## src/rtl/multicycle_controller.sv

```systemverilog
// Multicycle MIPS control unit: sequences fetch/decode/execute/memory/writeback
// and drives every datapath select and write enable from the current state.
module multicycle_controller #(
    parameter int CNT_W = 32
) (
    input  logic             clk,
    input  logic             reset_n,
    input  logic [5:0]       opcode,
    input  logic [5:0]       funct,
    input  logic             zero,
    input  logic             mem_ready,
    output logic             iord,
    output logic             mem_write,
    output logic             ir_write,
    output logic             reg_dst,
    output logic             memto_reg,
    output logic             reg_write,
    output logic             alu_src_a,
    output logic [1:0]       alu_src_b,
    output logic [2:0]       alu_control,
    output logic [1:0]       pc_src,
    output logic             pc_en,
    output logic             illegal_op,
    output logic [3:0]       state,
    output logic [CNT_W-1:0] instr_count
);

    typedef enum logic [3:0] {
        S_FETCH  = 4'd0,
        S_DECODE = 4'd1,
        S_MEMADR = 4'd2,
        S_MEMRD  = 4'd3,
        S_MEMWB  = 4'd4,
        S_MEMWR  = 4'd5,
        S_EXEC   = 4'd6,
        S_ALUWB  = 4'd7,
        S_BRANCH = 4'd8,
        S_ADDIEX = 4'd9,
        S_ADDIWB = 4'd10,
        S_JUMP   = 4'd11
    } state_t;

    localparam logic [5:0] OP_RTYPE = 6'b000000;
    localparam logic [5:0] OP_LW    = 6'b100011;
    localparam logic [5:0] OP_SW    = 6'b101011;
    localparam logic [5:0] OP_BEQ   = 6'b000100;
    localparam logic [5:0] OP_ADDI  = 6'b001000;
    localparam logic [5:0] OP_J     = 6'b000010;

    localparam logic [5:0] F_ADD = 6'b100000;
    localparam logic [5:0] F_SUB = 6'b100010;
    localparam logic [5:0] F_AND = 6'b100100;
    localparam logic [5:0] F_OR  = 6'b100101;
    localparam logic [5:0] F_SLT = 6'b101010;

    localparam logic [2:0] ALU_ADD = 3'b010;
    localparam logic [2:0] ALU_SUB = 3'b110;
    localparam logic [2:0] ALU_AND = 3'b000;
    localparam logic [2:0] ALU_OR  = 3'b001;
    localparam logic [2:0] ALU_SLT = 3'b111;

    state_t cur_state;
    state_t nxt_state;

    logic funct_ok;
    logic decode_bad;
    logic retire;

    logic mem_write_c;
    logic ir_write_c;
    logic reg_write_c;
    logic pc_en_c;

    assign funct_ok = (funct == F_ADD) || (funct == F_SUB) ||
                      (funct == F_AND) || (funct == F_OR)  ||
                      (funct == F_SLT);

    // Decode-time legality: anything that DECODE sends straight back to FETCH
    always_comb begin
        decode_bad = 1'b0;
        if (cur_state == S_DECODE) begin
            unique case (opcode)
                OP_RTYPE: decode_bad = !funct_ok;
                OP_LW, OP_SW, OP_BEQ, OP_ADDI, OP_J: decode_bad = 1'b0;
                default:  decode_bad = 1'b1;
            endcase
        end
    end

    // An instruction retires on its final transition back into FETCH
    assign retire = (cur_state == S_MEMWB)  ||
                    (cur_state == S_MEMWR && mem_ready) ||
                    (cur_state == S_ALUWB)  ||
                    (cur_state == S_BRANCH) ||
                    (cur_state == S_ADDIWB) ||
                    (cur_state == S_JUMP);

    // State register
    always_ff @(posedge clk or negedge reset_n) begin
        if (!reset_n) cur_state <= S_FETCH;
        else          cur_state <= nxt_state;
    end

    // Illegal-instruction pulse and retired-instruction counter
    always_ff @(posedge clk or negedge reset_n) begin
        if (!reset_n) begin
            illegal_op  <= 1'b0;
            instr_count <= '0;
        end else begin
            illegal_op <= decode_bad;
            if (retire) instr_count <= instr_count + 1'b1;
        end
    end

    // Next-state logic
    always_comb begin
        nxt_state = S_FETCH;
        unique case (cur_state)
            S_FETCH:  nxt_state = mem_ready ? S_DECODE : S_FETCH;
            S_DECODE: begin
                unique case (opcode)
                    OP_RTYPE: nxt_state = funct_ok ? S_EXEC : S_FETCH;
                    OP_LW,
                    OP_SW:    nxt_state = S_MEMADR;
                    OP_BEQ:   nxt_state = S_BRANCH;
                    OP_ADDI:  nxt_state = S_ADDIEX;
                    OP_J:     nxt_state = S_JUMP;
                    default:  nxt_state = S_FETCH;
                endcase
            end
            S_MEMADR: nxt_state = (opcode == OP_LW) ? S_MEMRD : S_MEMWR;
            S_MEMRD:  nxt_state = mem_ready ? S_MEMWB : S_MEMRD;
            S_MEMWR:  nxt_state = mem_ready ? S_FETCH : S_MEMWR;
            S_EXEC:   nxt_state = S_ALUWB;
            S_ADDIEX: nxt_state = S_ADDIWB;
            default:  nxt_state = S_FETCH;
        endcase
    end

    // Output decode from the current state
    always_comb begin
        iord        = 1'b0;
        mem_write_c = 1'b0;
        ir_write_c  = 1'b0;
        reg_dst     = 1'b0;
        memto_reg   = 1'b0;
        reg_write_c = 1'b0;
        alu_src_a   = 1'b0;
        alu_src_b   = 2'b00;
        alu_control = ALU_ADD;
        pc_src      = 2'b00;
        pc_en_c     = 1'b0;
        unique case (cur_state)
            S_FETCH: begin
                alu_src_b  = 2'b01;
                ir_write_c = mem_ready;
                pc_en_c    = mem_ready;
            end
            S_DECODE: alu_src_b = 2'b11;
            S_MEMADR: begin
                alu_src_a = 1'b1;
                alu_src_b = 2'b10;
            end
            S_MEMRD: iord = 1'b1;
            S_MEMWB: begin
                memto_reg   = 1'b1;
                reg_write_c = 1'b1;
            end
            S_MEMWR: begin
                iord        = 1'b1;
                mem_write_c = 1'b1;
            end
            S_EXEC: begin
                alu_src_a = 1'b1;
                unique case (funct)
                    F_SUB:   alu_control = ALU_SUB;
                    F_AND:   alu_control = ALU_AND;
                    F_OR:    alu_control = ALU_OR;
                    F_SLT:   alu_control = ALU_SLT;
                    default: alu_control = ALU_ADD;
                endcase
            end
            S_ALUWB: begin
                reg_dst     = 1'b1;
                reg_write_c = 1'b1;
            end
            S_BRANCH: begin
                alu_src_a   = 1'b1;
                alu_control = ALU_SUB;
                pc_src      = 2'b01;
                pc_en_c     = zero;
            end
            S_ADDIEX: begin
                alu_src_a = 1'b1;
                alu_src_b = 2'b10;
            end
            S_ADDIWB: reg_write_c = 1'b1;
            S_JUMP: begin
                pc_src  = 2'b10;
                pc_en_c = 1'b1;
            end
            default: begin
                alu_control = ALU_ADD;
            end
        endcase
    end

    // Enables are blocked combinationally so nothing writes while reset is low
    assign mem_write = mem_write_c & reset_n;
    assign ir_write  = ir_write_c  & reset_n;
    assign reg_write = reg_write_c & reset_n;
    assign pc_en     = pc_en_c     & reset_n;
    assign state     = cur_state;

endmodule

```

## config.mk

```make
export PLATFORM = sky130hd
export DESIGN_NAME = multicycle_controller
export DESIGN_NICKNAME = d
export VERILOG_FILES = /design/src/rtl/multicycle_controller.sv
export SDC_FILE = /design/constraint.sdc
export NUM_CORES = 1
export LEC_CHECK = 0
export ABC_AREA = 1
export BUFFER_PORTS_ARGS = -buffer_cell sky130_fd_sc_hd__buf_2
export CORE_MARGIN = 3
export CORE_UTILIZATION = 49
export DETAILED_ROUTE_END_ITERATION = 8
export PLACE_DENSITY = 0.83
export SLEW_MARGIN = 20
export SYNTH_ARGS = -nofsm -noshare
export SYNTH_HDL_FRONTEND = slang
export SYNTH_SLANG_ARGS = --single-unit
```

## constraint.sdc

```tcl
create_clock -name clk -period 1.4 [get_ports clk]
set_input_delay 0.21 -clock clk [delete_from_list [all_inputs] [get_ports clk]]
set_output_delay 0.21 -clock clk [all_outputs]
set_load 0.03 [all_outputs]
```

==> impl_metrics.toml, run 1 <==
[sta]
worst_hold_slack_ps = 33.93
hold_viol = 0
setup_tns_ps = -15420
setup_viol = 51
tightest_slew_ps = 506.6
setup_ws_ps = -454.8
slew_headroom_pct = 66.22
finalCritPeriodShare_pct = 132.5
slew_viol_final = 0
rsz0062_at_grt = "yes"
fin_skew_ps = 8.872
finalCriticalPeriod_ps = 1855
fmax_ghz = 0.5392

[worst_setup_path]
cp.arrival_ps = 1640
cp-end-kind = "primary output"
reg2regPathDepth = 12
slowest_delay_ps = 490
start_kind = "register"
crit_type = "reg2out"
critPathRequiredTime_ps = 1190
crit_slowest_cell = "dfrtp_2"
crit_chain = "inv_4, nand2_4, nor2_4, nor3_4, or2_4, clkinv_4, buf_6"
worst-path-max-fanout = 4

[placement]
hpwlAfterDp_mm = 6.456
port_buffers = 67
placedCellCount = 634
dpl_worst_slack_ps = -123.6
gp_congestion = 0.9441

[clock_tree]
htree_levels = 2
clkLatencyLatePin_ps = 290
postCtsHoldBufs = 0
clk_pin_slew_ps = 80
cts_buffer_depth = 2
cts_tree = "built"
cts_root_buffer = "clkbuf_8"
cts_buffers = 5
clock_sinks = 37

[floorplanning]
start_util_pct = 52.10
dieArea_um2 = 6500
die_h_um = 80.63
core_um2 = 5238
rows = 26
fp.dieW_um = 80.63
io_pins = 68

[detailed_routing]
drt-wirelength-per-cell_um = 16.44
ant_nets = 0
drt-pass1-iter-count = 6
drc_errors = 0
drt_wl_total_mm = 10.85
post_drt_via_cell_ratio = 5.464
first_iter_violations = 464
vias = 3606

[yosys]
synth_mux_area_share_pct = 0
synth_top_family_by_area = "simple AND/OR/NAND/NOR gates"
yosys.area.top_type_share_pct = 33.93
yosysUniqueCellTypes = 29
syn-num-nets = 469
synth_area_leaders = "dfrtp_1, nand2_1, nor2_1, inv_1, nand3_1"
avgSynthCellArea_um2 = 6.037
synth_fa_ha_area_share_pct = 0.4585
netlist_instances = 452
syn_area_um2 = 2729
yosysTopAreaCell = "dfrtp_1"
synthSimpleGateAreaFrac_pct = 49.98
ys_seq_area_share_pct = 33.93
synth_compound_area_share_pct = 2.063
synthXorXnorAreaFrac_pct = 5.135
ys_ff_latch = 37
synth_warnings = 0

[hold_path]
hp-class = "in2async"

[grt]
grt.total_usage_pct = 30.81
grt_pass1_vias = 3348
antenna_found_initial = 0
overflow = 0
grt_pass1_wl_mm = 15.50
grt_max_degree = 38

[status]
violations = "setup timing"
status = "complete, but fails checks"

[final_layout]
fin_nets = 606
diodes = 0
finalNonFillerCells = 660
areaGrowthSynthToFinish_pct = 52.59
drive_gt1_share_pct = 36.27

[run]
maxCapViolations = 0

[power]
power_density_nw_per_um2 = 786.4
leakage_uw = 0.002283
total_power_uw = 3274
ir_drop_mv = 0.4892
==> routing by layer <==
metal  global-route usage (%)  share of wire, %  up-vias  wire length (um)
met5                        0                 0        -                 0
met4                    12.84               6.6        0               719
li1                         -                 -     1643                 -
met2                    53.48                47      248              5075
met3                    4.933                10       62              1080
met1                    37.60                37     1653              3977
==> state kept, by name (all words and copies together), names as in the netlist <==
name / flops
instr_count: 32
state: 4
illegal_op: 1
==> synthesized netlist by cell type <==
cell      number
inv_4          1
a21o_1         1
or2_2          2
inv_1         44
nand2_1      214
o21bai_1       1
nor2_1        67
a21oi_1        1
o22ai_1        1
ha_1           1
nand4_1        4
buf_2          2
clkinv_1       1
nand3_1       27
nor3_2         1
xnor2_1        2
buf_6          2
nand3b_1       2
inv_2          4
xor2_1        14
o21ai_1        2
buf_4          1
nor2_4         2
nor2_2         5
o21ai_0        4
nand2_2        5
dfrtp_1       37
nor3_1         3
nand2_4        1
==> worst paths after layout <==
path | end | start | slack, ps
min in group clk | state[1] | opcode[2] | 310
min | instr_count[7] | reset_n | 30
max | reg_write | state[0] | -450
min reg2reg | instr_count[31] | instr_count[31] | 550
max reg2reg | instr_count[11] | state[3] | -450
max in group asynchronous | state[0] | reset_n | 1000
==> power by group <==
part | internal, uW | switching, uW | leakage, uW
clock network | 346 | 415 | 0.0000450
registers | 1140 | 96.4 | 0.000493
logic | 541 | 736 | 0.00175
total | 2030 | 1250 | 0.00228
==> layout make-up <==
class,count,area [um^2]
multi-input combinational,360,1809
clock buffer,6,72.57
timing repair buffer,135,1035
inverter,50,210.2
clock inverter,2,10.01
fill,353,1074
sequential,37,939.7
tap,70,87.58
==> critical path: cells and delay by family (launching register included) <==
family | cells | cell delay, ps
flip-flops | 1 | 490
AND/OR/NAND/NOR | 4 | 590
buffers and inverters | 3 | 270
==> placed cells by master, fill, tap and decap left out, types with 5 or more instances in the layout <==
cell type and instances:
inv_4 5, clkbuf_8 5, nor2_1 54, inv_2 6, nand2_4 10, nand2_1 202, dfrtp_1 26, nor2_2 5
inv_1 36, buf_4 60, dfrtp_2 11, nand2_2 8, nand3_1 24, nor2_4 15, xor2_1 14, buf_2 50
buf_6 19
==> through the flow <==
step	util [%]	area, um^2
4_1_cts	76.40	4001
3_3_place_gp	69.61	3646
3_5_place_dp	69.61	3646
6_report	79.50	4164
2_1_floorplan	-	2867
5_1_grt	79.50	4164
==> repair_timing <==
item                                   CTS  global route
setup buffers                           12             5
gates cloned                             1             0
pin swaps                               16             7
resized for setup                       45            39
endpoints found under the hold margin    0             0
setup endpoints to repair               49            52
==> logic make-up after synthesis <==
| group | count (synthesis) |
|---|---|
| buffers and inverters | 55 |
| XOR/XNOR | 16 |
| AND/OR/NAND/NOR | 333 |
| flip-flops | 37 |
| adder cells (fa/ha/maj) | 1 |
| AO/OA/AOI/OAI | 10 |
Power figures use the tool's default switching activity.
==> inputs of run 2 (changes only) <==
--- a/config.mk
+++ b/config.mk
@@ -6,11 +6,11 @@
 export NUM_CORES = 1
 export LEC_CHECK = 0
 export ABC_AREA = 1
-export BUFFER_PORTS_ARGS = -buffer_cell sky130_fd_sc_hd__buf_2
 export CORE_MARGIN = 3
-export CORE_UTILIZATION = 49
+export CORE_UTILIZATION = 55
 export DETAILED_ROUTE_END_ITERATION = 8
-export PLACE_DENSITY = 0.83
+export DONT_BUFFER_PORTS = 1
+export PLACE_DENSITY = 0.79
 export SLEW_MARGIN = 20
 export SYNTH_ARGS = -nofsm -noshare
 export SYNTH_HDL_FRONTEND = slang
==> run 2 against run 1 <==
Net effect: the run still ends with setup timing left; largest cell class unchanged; cell count fell by 6.1%; sequential cell count did not move; register-to-register slack got worse by 20 ps; first-iteration DRC count rose by 13%; total power rose by 0.29%; critical endpoint is now instr_count[27]; critical path type is now reg2reg.
==> impl_metrics.toml, run 2 (synthesized netlist as in run 1, its figures left out) <==
[clock_tree]
clock_sinks = 37
clkLatencyLatePin_ps = 310
clk_pin_slew_ps = 80
cts_root_buffer = "clkbuf_8"
cts_buffer_depth = 2
cts_buffers = 5
cts_tree = "built"
htree_levels = 2

[sta]
finalCriticalPeriod_ps = 1874
fmax_ghz = 0.5335
worst_hold_slack_ps = 153.2
hold_viol = 0
setup_ws_ps = -474.4
slew_headroom_pct = 72.55
slew_viol_final = 0
finalCritPeriodShare_pct = 133.9
fin_skew_ps = 13.54
setup_viol = 48
rsz0062_at_grt = "yes"
tightest_slew_ps = 410.2

[floorplanning]
core_um2 = 4755
die_h_um = 76.44
dieArea_um2 = 5843
fp.dieW_um = 76.44
rows = 25
io_pins = 68
start_util_pct = 57.39

[detailed_routing]
drc_errors = 0
first_iter_violations = 526
ant_nets = 0
vias = 3670
dr.max_layer_used = "met4"
met2_wirelength_mm = 5.030
post_drt_via_cell_ratio = 5.919
drt-pass1-iter-count = 6
drt_wl_total_mm = 11.49
m1WireLength_mm = 3.820
wl_met3_mm = 1.470
drt-wirelength-per-cell_um = 18.53

[status]
violations = "setup timing"
status = "complete, but fails checks"

[placement]
gp_congestion = 0.9697
hpwlAfterDp_mm = 6.457
dpl-instance-area_um2 = 3530
port_buffers = 0

[hold_path]
hp-class = "in2reg"

[worst_setup_path]
crit_slowest_cell = "dfrtp_1"
critPathRequiredTime_ps = 1580
crit_type = "reg2reg"
cp.arrival_ps = 2050
slowest_delay_ps = 450
cp-end-kind = "register"
cp_common_cell = "nand2_1"
start_kind = "register"
crit_chain = "nand2_1, nor2_1, nand2_1, nor2_1, nand2_1, nand2_1, nand2_1, nand2_1, nand2_1"
worst-path-max-fanout = 4

[grt]
grt_max_degree = 38
antenna_found_initial = 0
overflow = 0
grt.total_usage_pct = 34.31
grt_pass1_wl_mm = 16.00
grt_pass1_vias = 3478

[final_layout]
most-common-layout-cells = "nand2_1, buf_4, nor2_1"
drive_gt1_share_pct = 32.73
largest_reg_flops = 32
mostFrequentLayoutCell = "nand2_1"
diodes = 0
largest-register = "instr_count"
fin_nets = 569
areaGrowthSynthToFinish_pct = 50.39
fin_area_um2 = 4104

[power]
power_density_nw_per_um2 = 800.1
leakage_uw = 0.002090
ir_drop_mv = 0.7087

[run]
maxCapViolations = 0
==> run 2: worst max-delay path, delay by kind of cell, from the launching register on <==
kind / cells / cell delay [ps]
and+or+nand+nor: 9 / 1310
DFF: 1 / 450
==> run 2: area by class of cell <==
cell class	count	area [um^2]
fill	253	650.6
clock inverter	1	5.005
tap	67	83.83
multi-input combinational	360	1823
clock buffer	7	96.34
inverter	50	220.2
timing repair buffer	98	935.9
sequential	37	939.7
==> run 2: repair_timing <==
action / CTS / global route
endpoints found under the setup margin: 49 / 52
setup buffers: 6 / 11
hold buffers: 2 / 0
pin swaps: 10 / 17
hold endpoints to repair: 37 / 0
resized for setup: 43 / 30
gates cloned: 2 / 1
==> run 2: worst paths after layout <==
kind,start,endpoint,slack [ps],cells past startpoint
min,opcode[2],state[1],150,3
max in group asynchronous,reset_n,state[0],810,2
min in group asynchronous,reset_n,instr_count[2],370,2
max,instr_count[7],instr_count[27],-470,9
max reg2reg,instr_count[7],instr_count[27],-470,9
min reg2reg,instr_count[0],instr_count[1],660,3
==> run 2: metrics by stage <==
| stage | setup WS (ps) | total power, uW | utilization (%) | setup TNS [ps] | std cells |
|---|---|---|---|---|---|
| after CTS | -310.7 | 3089 | 82.00 | -7850 | 609 |
| final | -474.4 | 3284 | 86.32 | -13160 | 620 |
| after floorplan | -119.7 | 1778 | - | -2716 | 452 |
| after global placement | -25.37 | 2082 | 74.24 | -73.27 | 592 |
| after global routing | -407.7 | 3389 | 86.32 | -14830 | 620 |
| after detailed placement | -71.97 | 2119 | 74.24 | -587.6 | 592 |
==> run 2: metal layers <==
| metal | GRT usage (%) | vias up |
|---|---|---|
| li1 | - | 1568 |
| met2 | 57.29 | 336 |
| met5 | 0 | - |
| met1 | 39.49 | 1635 |
| met4 | 22.28 | 0 |
| met3 | 7.565 | 131 |
==> run 2: where the power goes <==
| part | internal [uW] | total, uW | switching [uW] |
|---|---|---|---|
| logic | 474 | 1160 | 685 |
| clock network | 446 | 874 | 428 |
| registers | 1140 | 1250 | 110 |
| total | 2060 | 3280 | 1220 |
==> inputs of run 3 (changes only) <==
--- a/config.mk
+++ b/config.mk
@@ -10,6 +10,7 @@
 export CORE_UTILIZATION = 55
 export DETAILED_ROUTE_END_ITERATION = 8
 export DONT_BUFFER_PORTS = 1
+export GPL_TIMING_DRIVEN = 0
 export PLACE_DENSITY = 0.79
 export SLEW_MARGIN = 20
 export SYNTH_ARGS = -nofsm -noshare
==> run 3 against run 2 <==
Net effect: the run still ends with setup timing left; sequential cell count stayed put; total power is 1.3% higher; final area is 12% lower; sequential share of layout area is 3.6 points higher; sequential power is 14% higher; global-route usage is 5.3 points lower; register-to-register slack hardly changed.
==> impl_metrics.toml, run 3 (synthesized netlist as in run 1, its figures left out) <==
[power]
swShare_pct = 34.29
power_switching_uw = 1141
seqPwrFrac_pct = 42.7
ir_drop_mv = 0.7087
combPwrFrac_pct = 23.5
power_density_nw_per_um2 = 924.6
leakage_uw = 0.001745
clockPowerShare_pct = 33.8
total_power_uw = 3327
internal_power_uw = 2186

[sta]
setup_ws_ps = -517.4
slew_viol_final = 0
tightest_slew_ps = 514.7
finalCriticalPeriod_ps = 1917
fmax_ghz = 0.5215
setup_tns_ps = -17140
slew_headroom_pct = 65.69
finalCritPeriodShare_pct = 137.0
fin_skew_ps = 9.586
hold_viol = 0
rsz0062_at_grt = "yes"
setup_viol = 48

[run]
maxCapViolations = 0

[detailed_routing]
first_iter_violations = 317
drt-pass1-iter-count = 6
drt_wl_total_mm = 8.328
post_drt_via_cell_ratio = 5.502
vias = 3037
drt-wirelength-per-cell_um = 15.09
ant_nets = 0
drc_errors = 0

[worst_setup_path]
crit_chain = "inv_2, nand2_4, nor2_4, nor3_4, or2_4, inv_6"
cp-end-kind = "primary output"
crit_slowest_cell = "dfrtp_2"
start_kind = "register"
critPathRequiredTime_ps = 1190
worst-path-max-fanout = 4
crit_type = "reg2out"
cp.arrival_ps = 1710
slowest_delay_ps = 510

[grt]
antenna_found_initial = 0
grt.total_usage_pct = 29.01
grt_pass1_vias = 2963
grt_max_degree = 38
overflow = 0
grt_pass1_wl_mm = 13.73

[final_layout]
drive_gt1_share_pct = 24.74
largest-register = "instr_count"
diodes = 0
areaGrowthSynthToFinish_pct = 31.87
mostFrequentLayoutCell = "nand2_1"
most-common-layout-cells = "nand2_1, nor2_1, inv_1"
n_fill_cell = 353
largest_reg_flops = 32
multi_input_area_um2 = 1808
register_area_um2 = 952.2
fin_nets = 501

[clock_tree]
cts_tree = "built"
cts_root_buffer = "clkbuf_8"
htree_levels = 2
cts_buffers = 5
clock_sinks = 37
clk_pin_slew_ps = 80
clkLatencyLatePin_ps = 300
cts_buffer_depth = 2

[floorplanning]
rows = 25
fp.dieW_um = 76.44
core_um2 = 4755
dieArea_um2 = 5843
io_pins = 68
die_h_um = 76.44
start_util_pct = 57.39

[placement]
port_buffers = 0
dpl_worst_slack_ps = -367.0
hpwlAfterDp_mm = 5.400
gp_congestion = 0.9500

[status]
status = "complete, but fails checks"
violations = "setup timing"

[hold_path]
hp-class = "in2reg"
==> run 3: cell count changes in the layout (fill, tap and decap cells not counted), sizes merged <==
cell and delta:
inv +1, bufinv +2, buf -67, clkbuf -3, clkinv -1
==> run 3: stage by stage <==
| stage | instances | utilization, % | hold slack, ps | cell area [um^2] |
|---|---|---|---|---|
| 2_1_floorplan | 452 | - | -85.59 | 2867 |
| 3_3_place_gp | 519 | 62.05 | -84.48 | 2950 |
| 3_5_place_dp | 519 | 62.05 | -84.63 | 2950 |
| 4_1_cts | 552 | 74.50 | 141.6 | 3542 |
| 5_1_grt | 552 | 75.68 | 179.2 | 3598 |
| 6_report | 552 | 75.68 | 147.4 | 3598 |
==> run 3: worst paths after layout <==
check / start / to / slack (ps) / depth (start not counted)
min in group asynchronous: reset_n / instr_count[2] / 360 / 2
setup reg to reg: state[2] / instr_count[23] / -470 / 13
hold reg to reg: instr_count[6] / instr_count[6] / 660 / 2
max in group asynchronous: reset_n / state[1] / 830 / 2
hold / removal: opcode[2] / state[1] / 150 / 3
setup / recovery: state[3] / reg_write / -520 / 6
==> run 3: worst max-delay path: cells and delay by family (launching register included) <==
kind                   cells  cell delay [ps]
AND/OR/NAND/NOR            4              690
buffers and inverters      2              200
flip-flops                 1              510
==> run 3: area by class of cell <==
class	instances	share of cell area (%)
multi-input cells	360	50.24
flip-flops and latches	37	26.46
repair buffers	25	8.936
inverters	50	6.328
well taps	67	2.330
plain buffers	5	1.982
clock buffers	5	1.912
clock inverters	3	1.808
==> run 3: layer usage <==
| metal | vias to the layer above | track usage, % | routed length [um] |
|---|---|---|---|
| li1 | 1444 | - | - |
| met1 | 1398 | 35.40 | 3224 |
| met2 | 164 | 49.38 | 3980 |
| met3 | 31 | 7.210 | 855 |
| met4 | 0 | 10.69 | 267 |
| met5 | - | 0 | 0 |
==> run 3: power by group through the flow <==
stage                     Clock (uW)  Combinational (uW)  Sequential [uW]
after floorplan                    0                 402             1380
after global placement             0                 462             1420
after detailed placement           0                 476             1420
after CTS                       1130                 727             1400
after global routing            1190                 837             1440
final                           1130                 780             1420
==> run 3: repair_timing <==
| item | CTS | global route |
|---|---|---|
| cloned | 4 | 0 |
| endpoints found under the hold margin | 37 | 0 |
| pin swaps | 21 | 4 |
| resized for setup | 55 | 21 |
| hold buffers | 2 | 0 |
| buffers inserted | 19 | 1 |
| endpoints found under the setup margin | 52 | 52 |
